--- src/rtl/alu4_arbiter.sv ---
// Round-robin arbiter/sequencer in front of the shared 4-bit ALU: two valid/ready
// clients, registered ALU operands, one tagged response. ALU_ARB_STATS_EN adds grant counters.
module alu4_arbiter #(
  parameter int COUNT_W = 8
) (
  input  logic       clk,
  input  logic       rst_n,
  input  logic       req0_valid,
  output logic       req0_ready,
  input  logic [3:0] req0_a,
  input  logic [3:0] req0_b,
  input  logic [1:0] req0_op,
  input  logic       req1_valid,
  output logic       req1_ready,
  input  logic [3:0] req1_a,
  input  logic [3:0] req1_b,
  input  logic [1:0] req1_op,
  output logic [3:0] alu_n1,
  output logic [3:0] alu_n2,
  output logic [1:0] alu_op,
  input  logic [3:0] alu_out,
  input  logic       alu_carry,
  input  logic       alu_zero,
  input  logic       alu_neg,
  output logic       resp_valid,
  input  logic       resp_ready,
  output logic       resp_id,
  output logic [3:0] resp_result,
  output logic       resp_carry,
  output logic       resp_zero,
  output logic       resp_neg
`ifdef ALU_ARB_STATS_EN
  ,
  output logic [COUNT_W-1:0] gnt_cnt0,
  output logic [COUNT_W-1:0] gnt_cnt1,
  input  logic               stat_clr
`endif
);

  if (COUNT_W < 1) begin : g_bad_count_w
    $error("alu4_arbiter: COUNT_W must be at least 1");
  end

  typedef struct packed {
    logic [3:0] a;
    logic [3:0] b;
    logic [1:0] op;
  } req_t;

  typedef enum logic [1:0] {IDLE = 2'd0, EXEC = 2'd1, RESP = 2'd2} state_t;

  state_t     state, state_nx;
  req_t [1:0] req;
  logic [1:0] req_v;
  logic       gnt, accept, last_gnt, cur_id;

  assign req[0] = {req0_a, req0_b, req0_op};
  assign req[1] = {req1_a, req1_b, req1_op};
  assign req_v  = {req1_valid, req0_valid};

  // Client 1 wins when alone, or when both ask and client 0 won last time.
  assign gnt        = req_v[1] && (!req_v[0] || !last_gnt);
  assign accept     = (state == IDLE) && (|req_v);
  assign req0_ready = accept && !gnt;
  assign req1_ready = accept && gnt;

  always_ff @(posedge clk or negedge rst_n) begin
    if (!rst_n) state <= IDLE;
    else        state <= state_nx;
  end

  always_comb begin
    state_nx = state;
    case (state)
      IDLE:    if (accept) state_nx = EXEC;
      EXEC:    state_nx = RESP;
      RESP:    if (resp_ready) state_nx = IDLE;
      default: state_nx = IDLE;
    endcase
  end

  always_ff @(posedge clk or negedge rst_n) begin
    if (!rst_n) begin
      alu_n1      <= '0;
      alu_n2      <= '0;
      alu_op      <= '0;
      cur_id      <= 1'b0;
      last_gnt    <= 1'b1;
      resp_valid  <= 1'b0;
      resp_id     <= 1'b0;
      resp_result <= '0;
      resp_carry  <= 1'b0;
      resp_zero   <= 1'b0;
      resp_neg    <= 1'b0;
    end else begin
      if (accept) begin
        alu_n1   <= req[gnt].a;
        alu_n2   <= req[gnt].b;
        alu_op   <= req[gnt].op;
        cur_id   <= gnt;
        last_gnt <= gnt;
      end
      // ALU is combinational; its outputs have settled by the end of EXEC.
      if (state == EXEC) begin
        resp_valid  <= 1'b1;
        resp_id     <= cur_id;
        resp_result <= alu_out;
        resp_carry  <= alu_carry;
        resp_zero   <= alu_zero;
        resp_neg    <= alu_neg;
      end
      if (state == RESP && resp_ready) resp_valid <= 1'b0;
    end
  end

`ifdef ALU_ARB_STATS_EN
  // Saturating grant counters; a clear wins over a same-cycle grant.
  always_ff @(posedge clk or negedge rst_n) begin
    if (!rst_n) begin
      gnt_cnt0 <= '0;
      gnt_cnt1 <= '0;
    end else if (stat_clr) begin
      gnt_cnt0 <= '0;
      gnt_cnt1 <= '0;
    end else begin
      if (req0_ready && (gnt_cnt0 != '1)) gnt_cnt0 <= gnt_cnt0 + 1'b1;
      if (req1_ready && (gnt_cnt1 != '1)) gnt_cnt1 <= gnt_cnt1 + 1'b1;
    end
  end
`endif

endmodule

--- config.mk ---
export PLATFORM = sky130hd
export DESIGN_NAME = alu4_arbiter
export DESIGN_NICKNAME = d
export VERILOG_FILES = /design/src/rtl/alu4_arbiter.sv
export SDC_FILE = /design/constraint.sdc
export NUM_CORES = 1
export LEC_CHECK = 0
export CORE_ASPECT_RATIO = 0.75
export CORE_UTILIZATION = 37
export DETAILED_ROUTE_END_ITERATION = 8
export HOLD_SLACK_MARGIN = 0.03
export PLACE_DENSITY = 0.77
export SKIP_CTS_REPAIR_TIMING = 1
export SLEW_MARGIN = 30
export SYNTH_ARGS = -nofsm -noshare
export SYNTH_HDL_FRONTEND = slang
export SYNTH_SLANG_ARGS = --single-unit
export TNS_END_PERCENT = 50
--- constraint.sdc ---
create_clock -name clk -period 1.8 [get_ports clk]
set_clock_uncertainty 0.2 [all_clocks]
set_input_delay 0.27 -clock clk [delete_from_list [all_inputs] [get_ports clk]]
set_output_delay 0.27 -clock clk [all_outputs]
set_load 0.01 [all_outputs]
==> Yosys cells after proc, flatten, opt, wreduce, memory -nomap -nowiden <==
Cells that the tools add are included.
{ "totals": {"register_bits": 23, "inputBits": 32, "output_inout_bits": 21, "elab_cells": 37} }
{ "classes": {"n_lt_le_gt_ge": 1, "eq_ne": 4, "mux": 7, "reduce_logical": 13} }
{ "op_table": {"columns": ["cell", "count"], "rows": [
  ["$mux W10", 2],
  ["$pmux W2 S3", 1],
  ["$logic_and A1 B1 Y1", 5],
  ["$mux W2", 2],
  ["$ne A2 B2 Y1 const B", 2],
  ["$logic_not A1 Y1", 3],
  ["$eq A2 B1 Y1 const B", 1],
  ["$eq A2 B2 Y1 const B", 1],
  ["$logic_not A2 Y1", 1],
  ["$lt A1 B2 Y1 const B", 1],
  ["$mux W1", 2],
  ["$reduce_and A2 Y1", 1],
  ["$reduce_bool A2 Y1", 1],
  ["$reduce_or A2 Y1", 1],
  ["$logic_or A1 B1 Y1", 1]
]} }

==> Longest topological paths before layout <==
Gate-level depths: netlist of run 1.
{ "depth": {"ltp_word": 5, "depth_mapped": 4, "depth_no_buf": 3} }

==> Worst setup path after synthesis of run 1 <==
No wires, ideal clock.
{ "synth_timing": {"path_kind": "reg2reg", "start": "reg last_gnt", "end": "reg alu_n1[0]", "setup_time_ns": 0.126, "arrival_time_ns": 1.149, "required_time_ns": 1.474, "slack_ns": 0.325, "stages_incl_launch_ff": 5, "path_buffers": 1, "synth_period_minus_slack_ns": 1.475, "cell_sequence": "dfstp_2 > a21boi_0 > buf_2 > and3_1 > a221o_1"} }
{ "synth_between": {"elab_chain_cells": 5} }
{ "synth_rtl": {"columns": ["item", "line", "text"], "rows": [
  ["from (decl)", "55", "logic gnt, accept, last_gnt, cur_id;"],
  ["from (signal assigned)", "101", "last_gnt <= gnt;"],
  ["$logic_not A1 Y1", "62", "assign gnt = req_v[1] && (!req_v[0] || !last_gnt);"],
  ["$logic_or A1 B1 Y1", "62", null],
  ["$logic_and A1 B1 Y1", "62", null],
  ["$mux W10 (2 in series)", null, null],
  ["to (signal assigned)", "97", "alu_n1 <= req[gnt].a;"],
  ["to (decl)", "18", "output logic [3:0] alu_n1,"]
]} }
Every way passes these cells. The select of a mux whose other input is x is not followed.
A chain may end at the register's enable or synchronous reset.

==> Worst setup path in the final report of run 1 <==
{ "layout_timing": {"start": "in req1_valid", "end": "out req1_ready"} }
{ "layout_between": {"elab_chain_cells": 3, "word_cells_on_any_way": 4, "classes_between": "4 x reduce/logical"} }
{ "layout_rtl": {"columns": ["item", "line", "text"], "rows": [
  ["from (decl)", "13", "input logic req1_valid,"],
  ["$reduce_or A2 Y1", "63", "assign accept = (state == IDLE) && (|req_v);"],
  ["$logic_and A1 B1 Y1", "63", null],
  ["$logic_and A1 B1 Y1 *", "65", "assign req1_ready = accept && gnt;"],
  ["to (decl)", "14", "output logic req1_ready,"]
]} }
Every way passes the cells marked *; elsewhere a longest branch is shown, timed or not.

==> results.toml, run 1 <==
[logic_synthesis]
post_synth_xor_area_fraction_pct = 0
synth_top_area_share_pct = 57.4
area_share_of_fa_ha_maj_cells_after_synthesis_pct = 0
synth_cells = 72
yosys-top-cells-area = "dfrtp_1 (57%), a221o_1 (10%), mux2_2 (8.2%)"
synth.cells.most_frequent = "dfrtp_1 (22), a221o_1 (10), and3_1 (10), mux2_2 (7), buf_2 (4)"
syn_area_per_cell_um2 = 13.3
synth_cell_types = 20
synth_enable_flop_cells = 0
synthSimpleGateAreaFrac_pct = 11.5
netlist_area_um2 = 958
async_flop_share_pct = 100
synth_sequential_area_ratio_pct = 60.2
synth_flop_cell = "dfrtp_1"
synth_area_leader_cell = "dfrtp_1"
largest_family_of_logic_cells_by_synthesized_area = "compound AO/OA/AOI/OAI gates"
ys.warnings.count = 0
muxShareOfSynthArea_pct = 9.40
synth_most_common_cell = "dfrtp_1"
fraction_of_the_mapped_netlist_area_in_compound_gates_pct = 14.9
mappedNetlistNets = 104
ys_seq_elements = 23

[sta]
final_period_util_pct = 97.6
final.hold.worst_slack_ns = 0.0996
setup-tns-final_ns = 0
final_critical_path_setup_slack_ns = 0.0436
fmax_ghz = 0.569
rsz_0062_raised_after_global_routing = "false"
timing_hold_violations_final = 0
fin_crit_ns = 1.76
final_setup_vio_count = 0
final_max_slew_viol_count = 0
timing_worst_slew_pin_value_ns = 0.410
normalized_max_slew_margin_pct = 72.7

[critical_path]
path_cells = "clkdlybuf4s50_1 > a21boi_2 > and2_1 > clkbuf_2"
worst_r2r_endpoint = "alu_n2[2]"
cp-startpoint = "req1_valid"
crit_end = "req1_ready"
library_cell_contributing_the_largest_single_delay_on_the_critical_path = "clkdlybuf4s50_1"
critPathRequiredTime_ns = 1.33
timing.reg2reg.worst_path_depth = 5
timing.rr.start = "state[1]"
start_kind = "input port"
rrSetupSlack_ns = 0.17
critical_path_peak_fanout = 2
worst_setup_path_end_kind = "output pin"
worst-endpoint-arrival_ns = 1.29
worstSetupPathType = "input port to output pin"
crit_path_max_incr_delay_ns = 0.49

[clock_tree]
cts-htree-levels = 1
path_clk_slew_ns = 0.11
cts.sink_count = 23
worstSkewPairLatency_ns = 0.30
clk_path_buf_depth = 2
cts_inserted_buffers = 3
cts_tree = "built"
clock-root-buffer = "clkbuf_4"

[power]
power.static_leakage_nw = 0.731
p_sw_share_pct = 32.8
vdd_ir_drop_max_v = 0.000769
power_frac_comb_pct = 53.9
power_frac_seq_pct = 37.3
power_report.internal_total_mw = 1.72
pwr_density_cell_nw_per_um2 = 1590
power.total_mw = 2.55
clock_power_share_pct = 8.8
switching_power_mw = 0.837

[global_routing]
first_global_vias = 816
global_route_usage_over_all_layers_pct = 19.1
global_route.overflow_total = 0
number_of_antenna_violations_at_the_first_check_in_global_routing = 0
grt_max_degree = 24
global_route_wire_length_before_repair_mm = 3.69

[detailed_routing]
drtIter0Drc = 8
route.detailed.wl_per_inst_um = 15.1
detail_route.first_pass.iterations = 3
ant_nets = 0
vias = 810
drc = 0
route.final.wire_length_mm = 2.53
route.detailed.vias_per_inst = 4.85

[placement]
routabilityCongestion = 0.716
port-buffer-count = 52
pre_cts_slack_ns = -0.478
detailed_place_hpwl_mm = 1.92

[floorplanning]
effective_utilization_at_floorplan_pct = 40.5
row_count = 15
chipWidth_um = 60.8
core_region_area_um2 = 2360
floorplan.die_area_um2 = 2800
floorplan.io_pins = 53
die_h_um = 46.1

[worst_hold_path]
min-delay-path-class = "input port to async pin"

[final_layout]
area_growth_syn_to_layout_pct = 67.9
num_antenna_cells = 0
share_of_post_route_cells_with_drive_strength_above_1_pct = 19.5
final_nets = 166

[outcome]
run_status = "finished clean"

[job]
max-cap-violations = 0
area by class of cell:
cell class                 count  area, µm²
clock buffer                   4       26.3
fill                         212        756
inverter                       2       7.51
multi-input combinational     42        352
sequential                    23        577
tap                           34       42.5
timing repair buffer          62        604
critical path, delay by kind of cell:
kind | cells | cell delay, ns
buffers and inverters | 2 | 0.63
and+or+nand+nor | 1 | 0.17
AOI/OAI and AO/OA | 1 | 0.21
registers in the layout (all words and copies together), names as in the netlist:
name / count
alu_n1: 4
alu_n2: 4
alu_op: 2
cur_id: 1
last_gnt: 1
resp_carry: 1
resp_id: 1
resp_neg: 1
resp_result: 4
resp_valid: 1
resp_zero: 1
state: 2
layout by cell type (no fill, tap or decap), drive strengths merged:
master          n
a21o            2
a21boi          1
buf            11
or2b            1
clkbuf          5
and2            1
dfrtp          22
inv             2
nand2b          2
and3           11
mux2            8
a221o          10
nor2            1
o21ai           2
clkdlybuf4s50  50
nand2           1
a21oi           2
dfstp           1
per-stage QoR:
step / utilization (%) / std cells / area, µm²
global route: 68.0 / 167 / 1610
finish: 68.0 / 167 / 1610
CTS: 67.8 / 167 / 1600
detailed placement: 66.7 / 163 / 1580
global placement: 66.7 / 163 / 1580
floorplan: - / 72 / 958
power by group through the flow:
stage	Sequential, mW	Combinational [mW]	Clock (mW)
after CTS	0.942	1.38	0.242
final	0.952	1.37	0.225
after global placement	0.932	1.33	0
after detailed placement	0.947	1.38	0
after global routing	0.981	1.48	0.260
after floorplan	1.03	0.525	0
per-layer routing:
| layer | routed length (µm) | track usage [%] |
|---|---|---|
| met2 | 1250 | 31.4 |
| met3 | 151 | 6.46 |
| met4 | 24 | 6.82 |
| met5 | 0 | 0 |
| met1 | 1100 | 23.5 |
how the worst min path moves through the flow:
| stage | start | endpoint | slack (ns) | depth (start not counted) |
|---|---|---|---|---|
| 3_5_place_dp | cur_id | cur_id | 0.28 | 1 |
| 6_report | rst_n | resp_result[3] | 0.1 | 2 |
| 5_1_grt | rst_n | state[1] | 0.10 | 2 |
| 2_1_floorplan | rst_n | alu_n1[0] | -0.23 | 0 |
| 4_1_cts | rst_n | resp_result[3] | 0.09 | 2 |
| 3_3_place_gp | cur_id | cur_id | 0.26 | 1 |
kinds of logic after synthesis:
kind of cell           Yosys count
and+or+nand+nor                 17
muxes                            8
DFF                             23
AOI/OAI and AO/OA               17
buffers and inverters            7
No activity file was read; power rests on OpenSTA's default activity.
==> run 2: changes to the inputs <==
- CAP_MARGIN: unset -> 10
- CORE_UTILIZATION: 37 -> 40
- DONT_BUFFER_PORTS: unset -> 1
- PLACE_DENSITY: 0.77 -> unset
==> run 2 against run 1 <==
Non-clock buffer count is 23 lower. Cell count is 14% lower. Fmax is 0.84% higher. Total power is 17% lower. Hold slack worse by 0.048 ns. Sequential power is 12% higher. Die area is 7.2% lower. Count of clock-buffer cells in the layout is 1 lower. Cell area is 14% lower. Wire length is 7.6% lower. Combinational power is 41% lower. Critical path depth is 1 lower.
==> results.toml, run 2 (synthesis gave the netlist of run 1 again) <==
[outcome]
run_status = "finished clean"

[sta]
final.hold.worst_slack_ns = 0.0517
final_max_slew_viol_count = 0
fin_crit_ns = 1.74
fmax_ghz = 0.574
rsz_0062_raised_after_global_routing = "true"
final_critical_path_setup_slack_ns = 0.0583
timing_hold_violations_final = 0
final_setup_vio_count = 0
setup-tns-final_ns = 0
final_period_util_pct = 96.8
normalized_max_slew_margin_pct = 72.8
timing_worst_slew_pin_value_ns = 0.408

[placement]
port-buffer-count = 0
pre_cts_slack_ns = 0.250
routabilityCongestion = 0.679
detailed_place_hpwl_mm = 1.32

[global_routing]
global_route.overflow_total = 0
number_of_antenna_violations_at_the_first_check_in_global_routing = 0
global_route_wire_length_before_repair_mm = 2.73
global_route_usage_over_all_layers_pct = 14.9
grt_max_degree = 24
first_global_vias = 579

[clock_tree]
cts_tree = "built"
cts-htree-levels = 1
clk_path_buf_depth = 2
clock-root-buffer = "clkbuf_4"
cts.sink_count = 23
cts_inserted_buffers = 3
worstSkewPairLatency_ns = 0.31
path_clk_slew_ns = 0.12

[final_layout]
area_growth_syn_to_layout_pct = 44.8
final_nets = 144
commonest_cells_after_routing_fill_and_taps_aside = "dlygate4sd3_1 (30), dfrtp_1 (22), and3_1 (10), a221o_1 (10)"
num_antenna_cells = 0
reg.largest.list = "alu_n1 x4, alu_n2 x4, resp_result x4"
mostFrequentLayoutCell = "dlygate4sd3_1"
share_of_post_route_cells_with_drive_strength_above_1_pct = 22.5
finalCoreUtilization_pct = 64.9

[detailed_routing]
route.final.wire_length_mm = 2.34
met2WireLength_mm = 1.15
drc = 0
metal3_wl_um = 160
vias = 751
highest-signal-layer = "met4"
routedLengthMet1_mm = 1.02
drtIter0Drc = 20
ant_nets = 0
route.detailed.wl_per_inst_um = 16.3
detail_route.first_pass.iterations = 4
route.detailed.vias_per_inst = 5.25

[floorplanning]
core_region_area_um2 = 2140
floorplan.die_area_um2 = 2600
effective_utilization_at_floorplan_pct = 44.8
die_h_um = 44.4
floorplan.io_pins = 53
chipWidth_um = 58.5
row_count = 14

[critical_path]
critPathRequiredTime_ns = 1.33
timing.rr.start = "state[1]"
worst_setup_path_end_kind = "output pin"
start_kind = "register"
cp-startpoint = "state[1]"
critical_path_peak_fanout = 6
worst-endpoint-arrival_ns = 1.27
worstSetupPathType = "register to output pin"

[power]
vdd_ir_drop_max_v = 0.000814
power.static_leakage_nw = 0.653
pwr_density_cell_nw_per_um2 = 1520

[job]
max-cap-violations = 0

[worst_hold_path]
min-delay-path-class = "input port to register"
worstHoldStart = "req1_valid"
## run 2: changes by cell type in the layout (fill, tap and decap cells not counted), sizes merged
cell,previous run,this run
dlygate4sd3,0,30
clkbuf,5,3
and3,11,12
buf,11,9
clkdlybuf4s50,50,0
clkinv,0,1
## run 2: final cells by class
cell class                 count  area, µm²
inverter                       2       7.51
sequential                    23        577
timing repair buffer          39        384
multi-input combinational     43        352
clock buffer                   3       22.5
tap                           32       40.0
clock inverter                 1       5.00
fill                         178        749
## run 2: worst paths after layout
path                       depth (start not counted)  slack [ns]    endpoint
setup / recovery                                   3        0.06  req0_ready
hold / removal                                     3        0.05    state[0]
setup reg to reg                                   5        0.19   alu_n1[0]
hold reg to reg                                    1        0.30      cur_id
max in group asynchronous                          2        1.01    last_gnt
min in group asynchronous                          2        0.17   alu_n1[2]
## run 2: metrics by stage
step	std cells	area, µm²	total power [mW]
finish	143	1390	2.11
CTS	107	1020	1.94
detailed placement	103	997	1.70
global route	143	1390	2.26
global placement	103	997	1.68
floorplan	72	958	1.55
## run 2: worst max-delay path, cell delays in order (launching register included)
cell and delay [ns]:
dfrtp_1 0.44, nor2_2 0.16, buf_6 0.13, and3_4 0.24
## run 2: layer usage
| metal | global-route usage [%] | vias up |
|---|---|---|
| met4 | 4.29 | 0 |
| met3 | 9.36 | 2 |
| met1 | 19.4 | 378 |
| met2 | 20.5 | 26 |
| met5 | 0 | - |
| li1 | - | 345 |
## run 2: power breakdown
part	switching (mW)	internal, mW
Combinational	0.330	0.478
Sequential	0.285	0.784
Clock	0.154	0.0829
Total	0.769	1.34
==> run 3: changes to the inputs <==
- SLEW_MARGIN: 30 -> unset
- clock period: 1.8 -> 1.85 ns (I/O delays scaled with it)
==> run 3 against run 2 <==
Via count is 2.9% lower. Cell area decreased by 2.2%. Register-to-register slack gained 0.08 ns. Critical endpoint unchanged. Largest cell class unchanged. Largest power group unchanged. Highest routed layer unchanged.
==> results.toml, run 3 (synthesis gave the netlist of run 1 again) <==
[outcome]
run_status = "finished clean"

[placement]
post-place-cells = 103
port-buffer-count = 0
pre_cts_slack_ns = 0.300
detailed_place_hpwl_mm = 1.32
routabilityCongestion = 0.679
postPlaceCellArea_um2 = 997

[final_layout]
commonest_cells_after_routing_fill_and_taps_aside = "dlygate4sd3_1 (30), dfrtp_1 (22), and3_1 (10), a221o_1 (10), mux2_2 (7)"
area_growth_syn_to_layout_pct = 41.6
non_filler_cells_final = 139
filler_cell_count = 181
final_nets = 140
reg.largest.list = "alu_n1 x4, alu_n2 x4, resp_result x4"
mostFrequentLayoutCell = "dlygate4sd3_1"
final_standard_cell_area_without_fillers_um2 = 1360
share_of_post_route_cells_with_drive_strength_above_1_pct = 19.6
num_antenna_cells = 0

[power]
vdd_ir_drop_max_v = 0.000768
pwr_density_cell_nw_per_um2 = 1450
power.static_leakage_nw = 0.633

[sta]
normalized_max_slew_margin_pct = 72.9
timing_hold_violations_final = 0
final_critical_path_setup_slack_ns = 0.0903
final_period_util_pct = 95.1
fin_crit_ns = 1.76
rsz_0062_raised_after_global_routing = "true"
final_max_slew_viol_count = 0
timing_worst_slew_pin_value_ns = 0.407
setup-tns-final_ns = 0
final_setup_vio_count = 0
fmax_ghz = 0.568

[floorplanning]
floorplan.die_area_um2 = 2600
effective_utilization_at_floorplan_pct = 44.8
core_region_area_um2 = 2140
row_count = 14
die_h_um = 44.4
chipWidth_um = 58.5
floorplan.io_pins = 53

[detailed_routing]
detail_route.first_pass.iterations = 4
route.detailed.vias_per_inst = 5.24
route.detailed.wl_per_inst_um = 16.1
drc = 0
ant_nets = 0
drtIter0Drc = 29
vias = 729
route.final.wire_length_mm = 2.24

[critical_path]
worst-endpoint-arrival_ns = 1.28
critPathRequiredTime_ns = 1.37
critical_path_peak_fanout = 13
worstSetupPathType = "register to output pin"
start_kind = "register"
worst_setup_path_end_kind = "output pin"

[global_routing]
first_global_vias = 579
global_route.overflow_total = 0
global_route_usage_over_all_layers_pct = 14.9
number_of_antenna_violations_at_the_first_check_in_global_routing = 0
global_route_wire_length_before_repair_mm = 2.73
grt_max_degree = 24

[clock_tree]
clock-root-buffer = "clkbuf_4"
cts.sink_count = 23
worstSkewPairLatency_ns = 0.31
clk_path_buf_depth = 2
path_clk_slew_ns = 0.11
cts-htree-levels = 1
cts_inserted_buffers = 3
cts_tree = "built"

[worst_hold_path]
min-delay-path-class = "input port to register"

[job]
max-cap-violations = 0
run 3: stage by stage:
step	hold slack, ns	power (mW)	utilization, %
6_report	0.0676	1.97	63.5
5_1_grt	0.0558	2.12	63.5
4_1_cts	-0.580	1.89	48.0
3_5_place_dp	-0.218	1.65	46.7
3_3_place_gp	-0.218	1.63	46.7
2_1_floorplan	-0.218	1.51	-
run 3: routing by layer:
layer  GRT usage, %  vias to the layer above  share of wire, %
met3           9.36                        2               8.0
met5              0                        -                 0
li1               -                      339                 -
met4           4.29                        0              0.49
met2           20.5                       29                50
met1           19.4                      359                42
run 3: path summary, 6_finish.rpt:
path | from | to | slack [ns] | cells after the start
worst max register to register | last_gnt | alu_n2[2] | 0.27 | 4
worst min-delay path | req1_valid | state[0] | 0.07 | 3
worst min register to register | cur_id | cur_id | 0.30 | 1
min in group asynchronous | rst_n | resp_result[3] | 0.18 | 2
worst max-delay path | state[0] | req0_ready | 0.09 | 3
max in group asynchronous | rst_n | last_gnt | 1.06 | 2
run 3: cell type report:
type / count / area [µm²] / share of cell area, %
sequential: 23 / 577 / 42.5
timing repair buffer: 35 / 354 / 26.1
multi-input combinational: 43 / 352 / 25.9
tap: 32 / 40.0 / 2.95
clock buffer: 3 / 22.5 / 1.66
inverter: 2 / 7.51 / 0.553
clock inverter: 1 / 5.00 / 0.369
run 3: critical path, stage by stage, from the launching register on:
cell and delay [ns]:
dfrtp_1 0.43, nor2_2 0.15, buf_6 0.15, and3_4 0.25
run 3: power by group:
part | internal, mW | switching (mW)
Combinational | 0.406 | 0.298
Sequential | 0.763 | 0.275
Clock | 0.0806 | 0.144
